**config.mk**
```make
export PLATFORM = sky130hd
export DESIGN_NAME = fp_mul_shift_add
export DESIGN_NICKNAME = d
export VERILOG_FILES = /design/src/rtl/fp_mul_shift_add.sv
export SDC_FILE = /design/constraint.sdc
export NUM_CORES = 1
export LEC_CHECK = 0
export ABC_AREA = 1
export CAP_MARGIN = 20
export CELL_PAD_IN_SITES_DETAIL_PLACEMENT = 1
export CELL_PAD_IN_SITES_GLOBAL_PLACEMENT = 2
export CORE_ASPECT_RATIO = 0.5
export CORE_UTILIZATION = 33
export DETAILED_ROUTE_END_ITERATION = 10
export PLACE_DENSITY = 0.94
export SYNTH_ARGS = -nofsm -noshare
export SYNTH_HDL_FRONTEND = slang
export SYNTH_SLANG_ARGS = --single-unit
```
**constraint.sdc**
```tcl
create_clock -name clk -period 6 [get_ports clk]
set_clock_uncertainty 0.1 [all_clocks]
set_input_delay 0.6 -clock clk [delete_from_list [all_inputs] [get_ports clk]]
set_output_delay 0.6 -clock clk [all_outputs]
set_load 0.005 [all_outputs]
```
**src/rtl/fp_mul_shift_add.sv**
```systemverilog
// Sequential single-precision multiplier: special operands resolve at acceptance,
// ordinary operands take 24 shift-add iterations, one normalize cycle, then a done pulse.
module fp_mul_shift_add (
    input  logic        clk,
    input  logic        rst,
    input  logic        i_start,
    input  logic [31:0] i_a,
    input  logic [31:0] i_b,
    output logic [31:0] o_p,
    output logic        o_busy,
    output logic        o_done
);

    typedef enum logic [1:0] {
        S_IDLE = 2'd0,
        S_MUL  = 2'd1,
        S_NORM = 2'd2,
        S_DONE = 2'd3
    } state_t;

    localparam logic [31:0] QNAN = 32'h7FC0_0000;

    state_t             r_state;
    state_t             w_state_next;

    logic [23:0]        r_ma;
    logic [23:0]        r_mb;
    logic [47:0]        r_acc;
    logic [4:0]         r_cnt;
    logic signed [9:0]  r_e;
    logic               r_sign;
    logic [31:0]        r_p;

    logic [31:0]        w_op [2];
    logic [1:0]         w_zero;
    logic [1:0]         w_inf;
    logic [1:0]         w_nan;
    logic               w_sign;
    logic               w_special;
    logic [31:0]        w_special_p;
    logic signed [9:0]  w_e_init;
    logic signed [9:0]  w_e_norm;
    logic [22:0]        w_frac;
    logic [31:0]        w_norm_p;

    assign w_op[0] = i_a;
    assign w_op[1] = i_b;

    // Denormals (exponent 0, nonzero fraction) are flushed, so exponent==0 alone means Zero.
    genvar gi;
    generate
        for (gi = 0; gi < 2; gi++) begin : g_cls
            assign w_zero[gi] = (w_op[gi][30:23] == 8'h00);
            assign w_inf[gi]  = (w_op[gi][30:23] == 8'hFF) && (w_op[gi][22:0] == 23'h0);
            assign w_nan[gi]  = (w_op[gi][30:23] == 8'hFF) && (w_op[gi][22:0] != 23'h0);
        end
    endgenerate

    assign w_sign    = i_a[31] ^ i_b[31];
    assign w_special = (|w_zero) | (|w_inf) | (|w_nan);
    assign w_e_init  = $signed({2'b00, i_a[30:23]}) + $signed({2'b00, i_b[30:23]}) - 10'sd127;

    always_comb begin
        w_special_p = {w_sign, 31'h0};
        if (|w_nan) begin
            w_special_p = QNAN;
        end else if ((w_inf[0] && w_zero[1]) || (w_inf[1] && w_zero[0])) begin
            w_special_p = QNAN;
        end else if (|w_inf) begin
            w_special_p = {w_sign, 8'hFF, 23'h0};
        end
    end

    // Product of two [1,2) mantissas lies in [1,4): bit 47 selects the normalization shift.
    always_comb begin
        w_e_norm = r_e;
        w_frac   = r_acc[45:23];
        if (r_acc[47]) begin
            w_e_norm = r_e + 10'sd1;
            w_frac   = r_acc[46:24];
        end
        if (w_e_norm >= 10'sd255) begin
            w_norm_p = {r_sign, 8'hFF, 23'h0};
        end else if (w_e_norm <= 10'sd0) begin
            w_norm_p = {r_sign, 31'h0};
        end else begin
            w_norm_p = {r_sign, w_e_norm[7:0], w_frac};
        end
    end

    always_ff @(posedge clk or posedge rst) begin
        if (rst) begin
            r_state <= S_IDLE;
        end else begin
            r_state <= w_state_next;
        end
    end

    always_comb begin
        w_state_next = r_state;
        case (r_state)
            S_IDLE: if (i_start) w_state_next = w_special ? S_DONE : S_MUL;
            S_MUL:  if (r_cnt == 5'd23) w_state_next = S_NORM;
            S_NORM: w_state_next = S_DONE;
            S_DONE: w_state_next = S_IDLE;
            default: w_state_next = S_IDLE;
        endcase
    end

    always_ff @(posedge clk or posedge rst) begin
        if (rst) begin
            r_ma   <= 24'h0;
            r_mb   <= 24'h0;
            r_acc  <= 48'h0;
            r_cnt  <= 5'h0;
            r_e    <= 10'sd0;
            r_sign <= 1'b0;
            r_p    <= 32'h0;
        end else begin
            case (r_state)
                S_IDLE: begin
                    if (i_start) begin
                        if (w_special) begin
                            r_p <= w_special_p;
                        end else begin
                            r_ma   <= {1'b1, i_a[22:0]};
                            r_mb   <= {1'b1, i_b[22:0]};
                            r_e    <= w_e_init;
                            r_sign <= w_sign;
                            r_acc  <= 48'h0;
                            r_cnt  <= 5'h0;
                        end
                    end
                end
                S_MUL: begin
                    if (r_mb[r_cnt]) begin
                        r_acc <= r_acc + (48'(r_ma) << r_cnt);
                    end
                    if (r_cnt != 5'd23) begin
                        r_cnt <= r_cnt + 5'd1;
                    end
                end
                S_NORM: begin
                    r_p <= w_norm_p;
                    r_e <= w_e_norm;
                end
                default: ;
            endcase
        end
    end

    assign o_p    = r_p;
    assign o_busy = (r_state == S_MUL) || (r_state == S_NORM);
    assign o_done = (r_state == S_DONE);

endmodule

```
==> results.tsv, run 1 <==
metric	value	unit
synth_fp_nets	2191	
dr_total_vias	13900	
start_util	33.8	%
seq_power_share	22.1	%
r2r-end	r_acc[30]	
cts-resized-gates	0	
rows	50	
holdPathStages	2	
p_sw	3.71	mW
cpMaxStageDelayCell	dfrtp_2	
post-route-period-util	73.9	%
finalHoldViolCount	0	
cp.required	6.24	ns
synth.distinct_cells	46	
die_x	280	um
p_leak	7.47	nW
clockBufferDepth	2	
detailedRoute.firstPassIterationCount	5	
finalSetupTns	0	ns
fin_nets	2253	
ios	101	
worstHoldStart	r_mb[2]	
min_to	r_mb[2]	
path_clk_slew	0.07	ns
grt_pass1_wl	78300	um
final_antenna_net_count	0	
fillers	5007	
vdd_drop_max	0.210	mV
diodes	0	
min_period	4.43	ns
cts_setup_buffers	0	
arrival	4.67	ns
power.density	466	nW/um^2
routedWlPerCell	18.9	um
ctsHoldBuffers	0	
rr_worst_depth	22	
maxCapViolations	0	
dp_cells	2617	
drcViolationCount	0	
cts.sinks	145	
rrSetupSlack	1.57	ns
gp_congestion	1.05	
core-area	37800	um^2
synth_edf_count	0	
antenna_found_initial	0	
avgViaCountPerCell	5.23	
numCtsBuffers	17	
critPathKind	reg2reg	
fmax	226	MHz
cp-start-kind	register	
yosysWarningCount	0	
area_growth	15.7	%
worstMarginPinSlew	1.07	ns
critPathCaptureType	register	
p_sw_share	53.7	%
yosysSeqAreaShare	28.4	%
syn_inst	2054	
cp_cell_sequence	buf_4 > nand2_1 > o21ai_1 > inv_1 > nand2_1 > o21ai_1 > o21ai_0 > o21ai_0 > nor2_1 > ha_1 > nand2_1 > inv_1 > a21oi_1 > o21ai_0 > inv_1 > nand2_1 > nand2_1 > nand2_1 > nand2_1 > nand2_1 > nand2_1 > o21ai_1	
overflow	0	
slew_headroom	28.8	%
clock_power_share	16.7	%
internal_power	3.19	mW
synth_async_sr_flop_share	100	%
synthFlopType	dfrtp_1	
grt_max_degree	92	
die_area	39600	um^2
final_util	39.2	%
power_frac_comb	61.3	%
clock_latency	0.46	ns
final_cells	2649	
synth_seq_cells	145	
power	6.90	mW
drv_slew	0	
cts_tree	built	
min_path_type	reg2reg	
rsz0062_at_grt	no	
multi_input_area	7800	um^2
routed_wirelength	50000	um
syn_area	12800	um^2
path_max_fanout	31	
grt_usage	25.6	%
drive_above_1_share	4.84	%
dr.first_iter.drc_count	1023	
htreeDepth	4	
portBuffers	100	
dp_hpwl	40100	um
grt_pass1_vias	13800	
finalSetupViolCount	0	
max_stage_delay	0.66	ns
cp_common_cell	nand2_1	
die_h	141	um
r2r-start	r_cnt[0]	
clock-root-buffer	clkbuf_16	
status	completed	
seqCellArea	3630	um^2
avgSynthCellArea	6.22	um^2
[power groups by stage]
stage,clock network (mW),registers [mW],logic (mW)
after floorplan,0,1.44,2.88
after global placement,0,1.52,4.07
after detailed placement,0,1.53,4.14
after CTS,1.17,1.52,4.16
after global routing,1.20,1.56,4.66
final,1.15,1.52,4.23
[logic make-up after synthesis]
| family | after synthesis | synth area share [%] |
|---|---|---|
| buf+inv | 335 | 10.7 |
| compound gates | 372 | 15.7 |
| simple gates | 1089 | 35.2 |
| fa+ha+maj | 70 | 6.97 |
| mux | 12 | 0.940 |
| flops | 145 | 28.4 |
| xor+xnor | 31 | 2.12 |
[state kept, by name (all words and copies together) (netlist names)]
signal   count
r_e         10
r_cnt        5
r_state      2
r_acc       48
o_p         32
r_sign       1
r_mb        23
r_ma        24
[worst max-delay path, delay by kind of cell, from the launching register on]
kind	cells	cell delay, ns
AND/OR/NAND/NOR	10	1.44
AO/OA/AOI/OAI	7	1.22
flip-flops	1	0.66
buffers and inverters	4	0.53
adder cells (fa/ha/maj)	1	0.36
[cell type report]
type | count | area share (%)
Clock buffer | 19 | 3.06
Sequential cell | 145 | 24.5
Timing Repair Buffer | 116 | 7.58
Clock inverter | 13 | 1.03
Multi-Input combinational cell | 1574 | 52.7
Inverter | 262 | 6.68
Tap cell | 520 | 4.40
[synth_stat cells (all sizes together), types with 2 or more instances]
cell / instances / area (um^2)
mux2i: 12 / 120
clkbuf: 35 / 133
ha: 68 / 851
xor2: 13 / 114
xnor2: 18 / 158
or2: 12 / 75.1
a31oi: 4 / 25.0
nor3: 23 / 115
nor2: 200 / 763
and2: 4 / 25.0
fa: 2 / 40.0
nor4: 4 / 25.0
a211oi: 2 / 15.0
o21ai: 259 / 1380
o21bai: 4 / 30.0
nand3b: 3 / 22.5
a21oi: 84 / 424
dfrtp: 145 / 3630
o211ai: 13 / 97.6
and3: 3 / 18.8
inv: 261 / 980
o22ai: 2 / 12.5
nand2: 666 / 2530
nand3: 144 / 731
buf: 38 / 246
nand4: 30 / 188
a21boi: 2 / 15.0
[layout by cell type (no fill, tap or decap), types with 4 or more instances in the layout]
cell type,n
buf_4,16
o21bai_1,4
inv_6,7
ha_1,68
o21ai_0,212
nand2_2,11
o21ai_2,22
nor2_1,197
o21ai_1,25
xnor2_1,18
o211ai_1,13
clkdlybuf4s50_1,100
a31oi_1,4
or2_2,9
a21oi_1,83
nand4_1,30
xor2_1,13
clkbuf_16,17
dfrtp_1,144
inv_1,256
inv_8,4
nand3_1,142
nor4_1,4
nor3_1,23
inv_2,4
mux2i_1,12
nand2_1,654
[worst max path at each step]
stage	from	endpoint	slack (ns)	cells after the start
final	r_cnt[0]	r_acc[30]	1.57	22
after global routing	r_cnt[0]	r_acc[30]	1.21	21
after CTS	r_cnt[0]	r_acc[30]	1.70	21
after global placement	r_cnt[0]	r_acc[30]	1.75	21
after floorplan	rst	o_p[0]	1.41	1
after detailed placement	r_cnt[0]	r_acc[30]	1.74	21
[layer usage]
metal / share of wire (%) / GRT usage, %
met5: 0 / 0
met4: 1.5 / 5.52
met3: 4.1 / 3.10
met2: 44 / 39.4
met1: 51 / 38.0
[per-stage QoR]
step	area [um^2]	hold slack, ns	worst slack [ns]
6_report	14800	0.383	1.57
4_1_cts	14800	0.384	1.70
3_3_place_gp	14200	0.350	1.75
5_1_grt	14800	0.402	1.21
3_5_place_dp	14200	0.362	1.74
2_1_floorplan	12800	0.337	1.41
No activity file was read; power rests on OpenSTA's default activity.
==> inputs of run 2 (changes only) <==
clock period = 4.6 ns   (was 6 ns; I/O delays follow)
==> results.tsv, run 2 (synthesis results as in run 1) <==
metric	value	unit
maxCapViolations	0	
cpMaxStageDelayCell	dfrtp_4	
arrival	4.54	ns
finalSetupViolCount	0	
post-route-period-util	93.6	%
grt_max_degree	80	
fin_nets	2285	
drive_above_1_share	6.20	%
routedWlPerCell	18.9	um
worstMarginPinSlew	1.03	ns
ctsHoldBuffers	0	
vdd_drop_max	0.327	mV
finalHoldViolCount	0	
dr.first_iter.drc_count	1036	
cp-start-kind	register	
slew_headroom	31.0	%
area_growth	17.3	%
final_antenna_net_count	0	
cp.required	4.83	ns
cts_tree	built	
critPathKind	reg2reg	
numCtsBuffers	17	
die_area	39600	um^2
clock_power_share	15.3	%
layout_common_cells	nand2_1, inv_1, o21ai_0, nor2_1, dfrtp_1	
htreeDepth	4	
cp_common_cell	nand2_1	
drv_slew	0	
p_sw	4.87	mW
routed_wirelength	50600	um
p_sw_share	53.4	%
clock-root-buffer	clkbuf_16	
drcViolationCount	0	
largest_reg_flops	48	
rows	50	
path_max_fanout	26	
dr_total_vias	13900	
detailedRoute.firstPassIterationCount	5	
portBuffers	100	
finalSetupTns	0	ns
p_leak	7.61	nW
fillers	5070	
cts.sinks	145	
core-area	37800	um^2
whs	0.374	ns
internal_power	4.26	mW
cts-resized-gates	0	
status	completed	
grt_pass1_vias	13800	
clockBufferDepth	2	
die_x	280	um
dp_hpwl	40700	um
fmax	232	MHz
power.density	609	nW/um^2
diodes	0	
critPathCaptureType	register	
largest_register	r_acc	
max_stage_delay	0.58	ns
gp_congestion	1.01	
die_h	141	um
clock_latency	0.45	ns
rsz0062_at_grt	no	
grt_pass1_wl	79700	um
cts_setup_buffers	0	
cp_cell_sequence	buf_4 > o21ai_0 > o21ai_2 > nand2_1 > o21ai_0 > o21ai_0 > o21ai_0 > ha_1 > nand2_1 > nor2_1 > nand2_1 > nor3_1 > nand4_1 > nand3_1 > nand2_1 > nand3_1 > nand2_1	
min_path_type	reg2reg	
antenna_found_initial	0	
mostFrequentLayoutCell	nand2_1	
seq_power_share	21.8	%
overflow	0	
start_util	33.8	%
dp_cells	2649	
grt_usage	26.0	%
path_clk_slew	0.07	ns
ios	101	
final_cells	2680	
min_period	4.30	ns
avgViaCountPerCell	5.19	
power_frac_comb	62.9	%
-- run 2: power by group through the flow --
stage | registers (mW) | clock network [mW] | logic (mW)
floorplan | 1.88 | 0 | 3.76
global placement | 1.99 | 0 | 5.56
detailed placement | 2.00 | 0 | 5.62
CTS | 1.98 | 1.42 | 5.68
global route | 2.03 | 1.48 | 6.36
finish | 1.99 | 1.40 | 5.74
-- run 2: path summary, 6_finish.rpt --
| path | start | cells past startpoint | slack (ns) | end |
|---|---|---|---|---|
| max in group asynchronous | rst | 3 | 3.07 | r_acc[34] |
| worst max-delay path | r_cnt[0] | 17 | 0.30 | r_acc[36] |
| min in group asynchronous | rst | 2 | 0.40 | r_e[7] |
| worst min register to register | r_mb[0] | 2 | 0.37 | r_mb[0] |
| worst max register to register | r_cnt[0] | 17 | 0.30 | r_acc[36] |
| worst min-delay path | r_mb[0] | 2 | 0.37 | r_mb[0] |
-- run 2: layout make-up --
type / instances / area, um^2 / share of cell area [%]
clock buffer: 18 / 439 / 2.93
clock inverter: 13 / 116 / 0.776
inverter: 262 / 988 / 6.59
multi-input combinational: 1574 / 7800 / 52.0
sequential: 145 / 3630 / 24.2
tap: 520 / 651 / 4.34
timing repair buffer: 148 / 1370 / 9.16
-- run 2: per-stage QoR --
stage | setup slack (ns) | power (mW) | utilization [%] | cell area (um^2)
after global routing | 0.0486 | 9.87 | 39.7 | 15000
after floorplan | 0.145 | 5.64 | - | 12800
after detailed placement | 0.352 | 7.62 | 38.2 | 14400
after CTS | 0.331 | 9.08 | 39.7 | 15000
final | 0.297 | 9.13 | 39.7 | 15000
after global placement | 0.225 | 7.55 | 38.2 | 14400
-- run 2: critical path, delay by kind of cell (launching register included) --
kind | cells | cell delay [ns]
flops | 1 | 0.58
simple gates | 10 | 1.52
buf+inv | 1 | 0.26
compound gates | 5 | 1.29
fa+ha+maj | 1 | 0.40
-- run 2: per-layer routing --
layer | global-route usage (%) | part of all wire [%] | vias up
met5 | 0 | 0 | -
li1 | - | - | 6774
met1 | 38.3 | 50 | 6800
met3 | 3.25 | 4.0 | 46
met2 | 40.3 | 44 | 299
met4 | 5.98 | 1.8 | 0
